**src/rtl/sap1_pkg.sv**
```systemverilog
// Shared types and default timing constants for the SAP-1 front-end clock control.
package sap1_pkg;

    typedef enum logic [1:0] {
        S_CLEAR = 2'd0,
        S_RUN   = 2'd1,
        S_HALT  = 2'd2
    } sap_ctrl_state_t;

    localparam int unsigned SAP_DEBOUNCE_CYCLES = 50000;
    localparam int unsigned SAP_AUTO_DIV        = 5000;

endpackage

```
**src/rtl/sap1_debounce.sv**
```systemverilog
// Two-flop synchroniser followed by a stable-count debouncer for one panel input.
module sap1_debounce #(
    parameter int unsigned CYCLES  = 4,
    parameter logic        RST_VAL = 1'b0
) (
    input  logic clk_i,
    input  logic rst_ni,
    input  logic raw_i,
    output logic level_o,
    output logic level_d_o
);

    localparam int unsigned CW = (CYCLES > 1) ? $clog2(CYCLES) : 1;

    logic          s1_q, s2_q;
    logic          lvl_q, lvl_d;
    logic [CW-1:0] cnt_q, cnt_d;

    always_ff @(posedge clk_i or negedge rst_ni) begin
        if (!rst_ni) begin
            s1_q  <= RST_VAL;
            s2_q  <= RST_VAL;
            lvl_q <= RST_VAL;
            cnt_q <= '0;
        end else begin
            s1_q  <= raw_i;
            s2_q  <= s1_q;
            lvl_q <= lvl_d;
            cnt_q <= cnt_d;
        end
    end

    // The CYCLES-th consecutive differing sample flips the level.
    always_comb begin
        lvl_d = lvl_q;
        cnt_d = '0;
        if (s2_q != lvl_q) begin
            if (cnt_q == CW'(CYCLES - 1)) begin
                lvl_d = s2_q;
            end else begin
                cnt_d = cnt_q + 1'b1;
            end
        end
    end

    assign level_o   = lvl_q;
    assign level_d_o = lvl_d;

endmodule

```
**src/rtl/sap1_clock_ctrl.sv**
```systemverilog
// SAP-1 front end: debounced panel inputs, run/clear/halt FSM and step enable.
module sap1_clock_ctrl
    import sap1_pkg::*;
#(
    parameter int unsigned DEBOUNCE_CYCLES = SAP_DEBOUNCE_CYCLES,
    parameter int unsigned AUTO_DIV        = SAP_AUTO_DIV
) (
    input  logic sap_base_clock,
    input  logic sap_reset_n,
    input  logic sap_CleanStart_pb,
    input  logic sap_ManualAuto_sw,
    input  logic sap_SingleStep_pb,
    input  logic core_hlt,
    output logic cpu_clk_en,
    output logic cpu_clr,
    output logic cpu_running,
    output logic mode_auto
);

    localparam int unsigned DW = $clog2(AUTO_DIV);

    logic clr_lvl_q, clr_lvl_d;
    logic mode_lvl_q, mode_lvl_d;
    logic step_lvl_q, step_lvl_d;
    logic unused_lvl;

    sap1_debounce #(.CYCLES(DEBOUNCE_CYCLES), .RST_VAL(1'b0)) u_db_clr (
        .clk_i     (sap_base_clock),
        .rst_ni    (sap_reset_n),
        .raw_i     (sap_CleanStart_pb),
        .level_o   (clr_lvl_q),
        .level_d_o (clr_lvl_d)
    );

    sap1_debounce #(.CYCLES(DEBOUNCE_CYCLES), .RST_VAL(1'b0)) u_db_mode (
        .clk_i     (sap_base_clock),
        .rst_ni    (sap_reset_n),
        .raw_i     (sap_ManualAuto_sw),
        .level_o   (mode_lvl_q),
        .level_d_o (mode_lvl_d)
    );

    sap1_debounce #(.CYCLES(DEBOUNCE_CYCLES), .RST_VAL(1'b0)) u_db_step (
        .clk_i     (sap_base_clock),
        .rst_ni    (sap_reset_n),
        .raw_i     (sap_SingleStep_pb),
        .level_o   (step_lvl_q),
        .level_d_o (step_lvl_d)
    );

    assign unused_lvl = clr_lvl_q ^ step_lvl_d;

    sap_ctrl_state_t state_q, state_d;
    logic [DW-1:0]   div_q, div_d;
    logic            step_prev_q;
    logic            en_q, en_d;
    logic            clr_q, run_q;
    logic            run_now, mode_tgl, div_wrap, step_rise;

    always_ff @(posedge sap_base_clock or negedge sap_reset_n) begin
        if (!sap_reset_n) begin
            state_q     <= S_CLEAR;
            div_q       <= '0;
            step_prev_q <= 1'b0;
            en_q        <= 1'b0;
            clr_q       <= 1'b1;
            run_q       <= 1'b0;
        end else begin
            state_q     <= state_d;
            div_q       <= div_d;
            step_prev_q <= step_lvl_q;
            en_q        <= en_d;
            clr_q       <= (state_d == S_CLEAR);
            run_q       <= (state_d == S_RUN);
        end
    end

    // FSM follows the debounced clear/start level as it updates this edge.
    always_comb begin
        state_d = state_q;
        unique case (state_q)
            S_CLEAR: if (clr_lvl_d) state_d = S_RUN;
            S_RUN: begin
                if (!clr_lvl_d)    state_d = S_CLEAR;
                else if (core_hlt) state_d = S_HALT;
            end
            S_HALT:  if (!clr_lvl_d) state_d = S_CLEAR;
            default: state_d = S_CLEAR;
        endcase
    end

    assign run_now   = (state_q == S_RUN) && (state_d == S_RUN);
    assign mode_tgl  = mode_lvl_d ^ mode_lvl_q;
    assign div_wrap  = (div_q == DW'(AUTO_DIV - 1));
    assign step_rise = step_lvl_q & ~step_prev_q;

    always_comb begin
        div_d = '0;
        en_d  = 1'b0;
        if (run_now && !mode_tgl) begin
            if (mode_lvl_q) begin
                div_d = div_wrap ? '0 : div_q + 1'b1;
                en_d  = div_wrap;
            end else begin
                en_d  = step_rise;
            end
        end
    end

    assign cpu_clk_en  = en_q;
    assign cpu_clr     = clr_q;
    assign cpu_running = run_q;
    assign mode_auto   = mode_lvl_q;

endmodule

```
**config.mk**
```make
export PLATFORM = sky130hd
export DESIGN_NAME = sap1_clock_ctrl
export DESIGN_NICKNAME = d
export VERILOG_FILES = /design/src/rtl/sap1_pkg.sv /design/src/rtl/sap1_debounce.sv /design/src/rtl/sap1_clock_ctrl.sv
export SDC_FILE = /design/constraint.sdc
export NUM_CORES = 1
export LEC_CHECK = 0
export CAP_MARGIN = 25
export CORE_UTILIZATION = 45
export CTS_BUF_LIST = sky130_fd_sc_hd__clkbuf_16
export CTS_CLUSTER_SIZE = 25
export DETAILED_ROUTE_END_ITERATION = 12
export DONT_BUFFER_PORTS = 1
export REMOVE_ABC_BUFFERS = 1
export SYNTH_ARGS = -nofsm -noshare
export SYNTH_HDL_FRONTEND = slang
export SYNTH_HIERARCHICAL = 1
export SYNTH_SLANG_ARGS = --single-unit
```
**constraint.sdc**
```tcl
create_clock -name sap_base_clock -period 3.2 [get_ports sap_base_clock]
set_clock_uncertainty 0.15 [all_clocks]
set_input_delay 0.16 -clock sap_base_clock [delete_from_list [all_inputs] [get_ports sap_base_clock]]
set_output_delay 0.16 -clock sap_base_clock [all_outputs]
set_load 0.02 [all_outputs]
```
After elaboration in Yosys (flattened, before gate mapping)
Index checks and enable logic that the tools add are counted.

Flip-flop bits (word level): 76. Input bits: 6. Output and inout bits: 4.

Add/sub/neg operators: 4. Equality and inequality tests: 10. Multiplexer cells: 20. Bitwise logic cells: 3. Reduce and logical (&&, ||, !) cells: 6.

Operator list (number): 16-bit two-way mux (6); 16-bit by 1-bit adder with 16-bit output, second input constant (3); 16-bit == test, second input constant (3); 13-bit two-way mux (3); 13-bit by 1-bit adder with 13-bit output, second input constant (1); 13-bit == test, second input constant (1); 2-bit two-way mux (4); 1-bit two-way mux (6); 2-bit one-hot mux with 3 select lines (1); 2-bit by 1-bit == test with 1-bit output, second input constant (2); 2-bit logical NOT (2); 1-bit != test (3); 2-bit == test, second input constant (1); 1-bit logical AND (2); 2-bit AND reduction (1); 1-bit AND (1); 1-bit logical NOT (1); 1-bit NOT (1); 1-bit XOR (1).

Longest topological paths before layout
Depth in word-level cells: 9. Gate-level depth with buffers: 8.

Cells and area by module
The synthesis kept the hierarchy.

Modules (own cells, without submodules): sap1_debounce (instances 3, cells each 83, area an instance 937.1 um^2, seq. area each 475.5 um^2); sap1_clock_ctrl (instances 1, cells each 82, area an instance 953.4 um^2, seq. area each 476.7 um^2).

Worst setup path before layout
No wires, ideal clock.

Path type: register to register. From: reg u_db_clr.cnt_q[0]. To: reg div_q[3]. Arrival: 2.108 ns. Data required time: 2.913 ns. Setup slack: 0.804 ns. Stages on the path, launching flop included: 9. Buffers on the path: 1. Path through: dfrtp_1 -> ha_1 -> and3_1 -> nand4_1 -> mux2_2 -> and4bb_2 -> nand3_1 -> clkbuf_1 -> nor3_1.

Cells in the longest elaborated chain, start to end: 9. Elaborated cells on any way between the ends: 11. Those cells by class: eq/ne: 2; mux: 7; reduce/logical: 2.

Ends and longest elaborated chain: from (decl) (line sap1_debounce.sv:17) `logic [CW-1:0] cnt_q, cnt_d;`; from (signal assigned) (line sap1_debounce.sv:29) `cnt_q <= cnt_d;`; 16-bit == test * (line sap1_debounce.sv:38) `if (cnt_q == CW'(CYCLES - 1)) begin`; 1-bit two-way mux * (line sap1_debounce.sv:38); 1-bit two-way mux * (line sap1_debounce.sv:37) `if (s2_q != lvl_q) begin`; via clr_lvl_d (line sap1_clock_ctrl.sv:22) `logic clr_lvl_q, clr_lvl_d;`; 2-bit two-way mux (on tied branches) (line sap1_clock_ctrl.sv:87, sap1_clock_ctrl.sv:82, sap1_clock_ctrl.sv:84); 2-bit one-hot mux with 3 select lines * (line sap1_clock_ctrl.sv:81) `unique case (state_q)`; 2-bit by 1-bit == test with 1-bit output * (line sap1_clock_ctrl.sv:92) `assign run_now = (state_q == S_RUN) && (state_d == S_RUN);`; 1-bit logical AND * (line sap1_clock_ctrl.sv:92); 1-bit logical AND * (line sap1_clock_ctrl.sv:100) `if (run_now && !mode_tgl) begin`; 13-bit two-way mux * (line sap1_clock_ctrl.sv:100); via div_d[3] (line sap1_clock_ctrl.sv:54) `logic [DW-1:0] div_q, div_d;`; to (signal assigned) (line sap1_clock_ctrl.sv:70) `div_q <= div_d;`; to (decl) (line sap1_clock_ctrl.sv:54).

The timed path passes the listed nets; every way through them passes the cells marked *. A chain may end at the register's enable or synchronous reset.

Worst setup path after layout
From: reg u_db_clr.cnt_q[0]. To: reg div_q[11].

Same word-level chain as after synthesis.

==> qor.txt <==
Outcome - complete, no violations
CTS root buffer - clkbuf_16
Clock network fraction of total power - 0.505
Crit end category - flop
# port buffers - 0
Antenna Cells - 0
Routed vias - 2410
Fin crit share - 0.852
Synthesized area - 3760 um^2
Yosys top cell by area - dfrtp_1
RSZ-0062 raised after global routing - no
Drt initial violations - 69
CTS Sinks - 76
Met3 Track Usage GR - 0.0512
Met1 Usage GRT - 0.225
Die area - 8740 um^2
Vias/cell - 5.37
Cts hold-fix bufs - 6
Post-synth EDFFs - 0
Reg power frac - 0.469
Pwr per Cell Area - 498 nW/um^2
Crit path required time - 3.27 ns
Design Power - 2110 uW
Grt ovf - 0
Dpl hpwl - 4110 um
Area grow syn2layout - 12.4%
Die height - 93.5 um
Initial antenna violation count - 0
MaxCap Viol Count - 0
IO Pins - 10
H-tree levels - 3
Sw frac - 0.207
Largest net degree at the start of global routing - 77
Hold Violations, Final - 0
GRT met2 Usage - 0.284
Worst path arrival time - 2.79 ns
Fin nets - 352
Top Usage Layer GRT - met2
Top FF cell, synth - dfrtp_1
Worst-path clk slew - 0.06 ns
Multi-input gate area - 1770 um^2
Slew Limit Headroom - 0.488
Global-route wire length before repair - 11800 um
Fin util - 0.534
Worst-Margin Slew - 0.762 ns
Synth area leaders - dfrtp_1 (50%), xnor2_1 (8.6%), nor2_1 (4.3%)
CORE AREA - 7930 um^2
Worst hold path type - primary input to flop
Setup CP Type - flop to flop
Setup bufs post-CTS - 0
Num rows - 32
Die W - 93.5 um
Setup TNS - 0 ns
Worst VDD drop - 0.359 mV
Register Area - 1900 um^2
Layout Cells excl Fill - 449
Static leakage power - 0.00165 uW
Post-Route WL - 6570 um
Max Slew Vio Count - 0
Crit-path max FO - 13
WL/cell - 14.6 um
Number of distinct library cells after synthesis - 41
GRT Overall Usage - 0.177
Share of cells above drive strength 1 - 0.179
Psw - 435 uW
Max Freq - 367 MHz
Seq/Total Area, Yosys - 0.505
Internal power - 1670 uW
Cells after synthesis - 331
GPL Wtd Cong - 0.723
Combinational power share - 0.026
Post-synth top cells - dfrtp_1 (75), nor2_1 (43), xnor2_1 (37)
Number of CTS-inserted buffers - 9
Post-synth ARST share - 1.00
Yosys reg bits - 76
Final min period - 2.73 ns
Detailed-route DRC error count - 0
CP Launch Type - flop
Yosys warning total - 6
Initial core utilization - 0.475
CTS tree - built
Resized cells post-CTS - 0
Max Buffers Root-to-Sink - 2
Drt first pass iters - 4
Worst-Skew Late Latency - 0.33 ns
Filler cells - 710
Placed cells - 427
# setup viols final - 0
Vias in the first global route - 2459
Routed Antenna Nets - 0
Most frequent cell after synthesis - dfrtp_1
Avg Inst Size Synth - 11.4 um^2
Synth top area share - 0.499
==> metal layers <==
metal	share of wire	routed length [um]
met3	0.026	170
met4	0.016	106
met5	0	0
met2	0.49	3190
met1	0.47	3110
==> path summary, 6_finish.rpt <==
path	from	endpoint	slack, ns	cells past startpoint
worst max register to register	u_db_clr/cnt_q[0]$_DFF_PN0_	div_q[11]$_DFF_PN0_	0.47	7
worst min register to register	u_db_step/s1_q$_DFF_PN0_	u_db_step/s2_q$_DFF_PN0_	0.20	0
worst max-delay path	u_db_clr/cnt_q[0]$_DFF_PN0_	div_q[11]$_DFF_PN0_	0.47	7
max in group asynchronous	sap_reset_n	cpu_clr$_DFF_PN1_	2.30	2
worst min-delay path	core_hlt	cpu_clk_en$_DFF_PN0_	0.14	2
min in group asynchronous	sap_reset_n	u_db_clr/cnt_q[9]$_DFF_PN0_	0.28	2
==> through the flow <==
stage                     area (um^2)  hold slack, ns  worst slack [ns]
after global placement           3840          -0.284             0.622
after CTS                        4230           0.136             0.438
after detailed placement         3840          -0.284             0.494
final                            4230           0.140             0.475
after floorplan                  3710          -0.286             0.925
after global routing             4230           0.148             0.300
==> power by group through the flow <==
stage          Sequential, uW  Clock, uW  Combinational, uW
2_1_floorplan            1000          0               21.8
3_3_place_gp             1000          0               27.8
3_5_place_dp             1000          0               27.9
4_1_cts                   987       1100               57.5
5_1_grt                   989       1130               65.0
6_report                  987       1060               54.9
==> cells by family (layout without fill, tap and decap cells) <==
group | count (synthesis) | after routing | synth area share
mux | 3 | 3 | 0.00897
fa+ha+maj | 4 | 4 | 0.0133
compound gates | 20 | 20 | 0.0389
buf+inv | 15 | 31 | 0.0239
flops | 76 | 76 | 0.505
xor+xnor | 48 | 48 | 0.112
simple gates | 165 | 165 | 0.298
==> cell type report <==
cell class	instances	area share
Timing Repair Buffer	6	0.0183
Clock buffer	9	0.0532
Clock inverter	7	0.0219
Inverter	9	0.00798
Tap cell	102	0.0302
Sequential cell	76	0.450
Multi-Input combinational cell	240	0.419
==> critical path, stage by stage, from the launching register on <==
cell      delay, ns
dfrtp_1        0.40
ha_1           0.22
and3_1         0.23
nand4_1        0.18
mux2_2         0.32
and4bb_2       0.26
nand3_1        0.43
a211oi_1       0.43
==> placed cells by master, fill, tap and decap left out, types with 2 or more instances in the layout <==
cell type	count
a21oi_1	2
ha_1	4
dlygate4sd3_1	5
nand3_4	5
xnor2_1	37
nand3_1	18
nand2b_1	2
dfrtp_1	75
nand2_2	3
nand2_1	12
mux2_2	3
clkbuf_16	9
or4_1	3
bufinv_16	2
a211oi_2	2
nor4_2	12
o31ai_1	4
and4b_1	3
or3_1	4
a211oi_1	6
and3_1	7
nor2_1	43
nand4_1	8
nand4_2	4
clkinvlp_4	2
inv_1	10
nor4b_1	7
nor3_1	15
nand4_4	3
o21ai_0	4
xor2_1	11
nor2_2	9
==> flip-flops by register name (all words and copies together) (netlist names) <==
register / flops
u_db_clr/cnt_q: 16
u_db_mode/cnt_q: 16
u_db_step/cnt_q: 16
div_q: 13
state_q: 2
cpu_clk_en: 1
cpu_clr: 1
cpu_running: 1
step_prev_q: 1
u_db_clr/level_o: 1
u_db_clr/s1_q: 1
u_db_clr/s2_q: 1
u_db_mode/level_o: 1
u_db_mode/s1_q: 1
u_db_mode/s2_q: 1
u_db_step/level_o: 1
u_db_step/s1_q: 1
u_db_step/s2_q: 1
(Power assumes the default switching activity.)
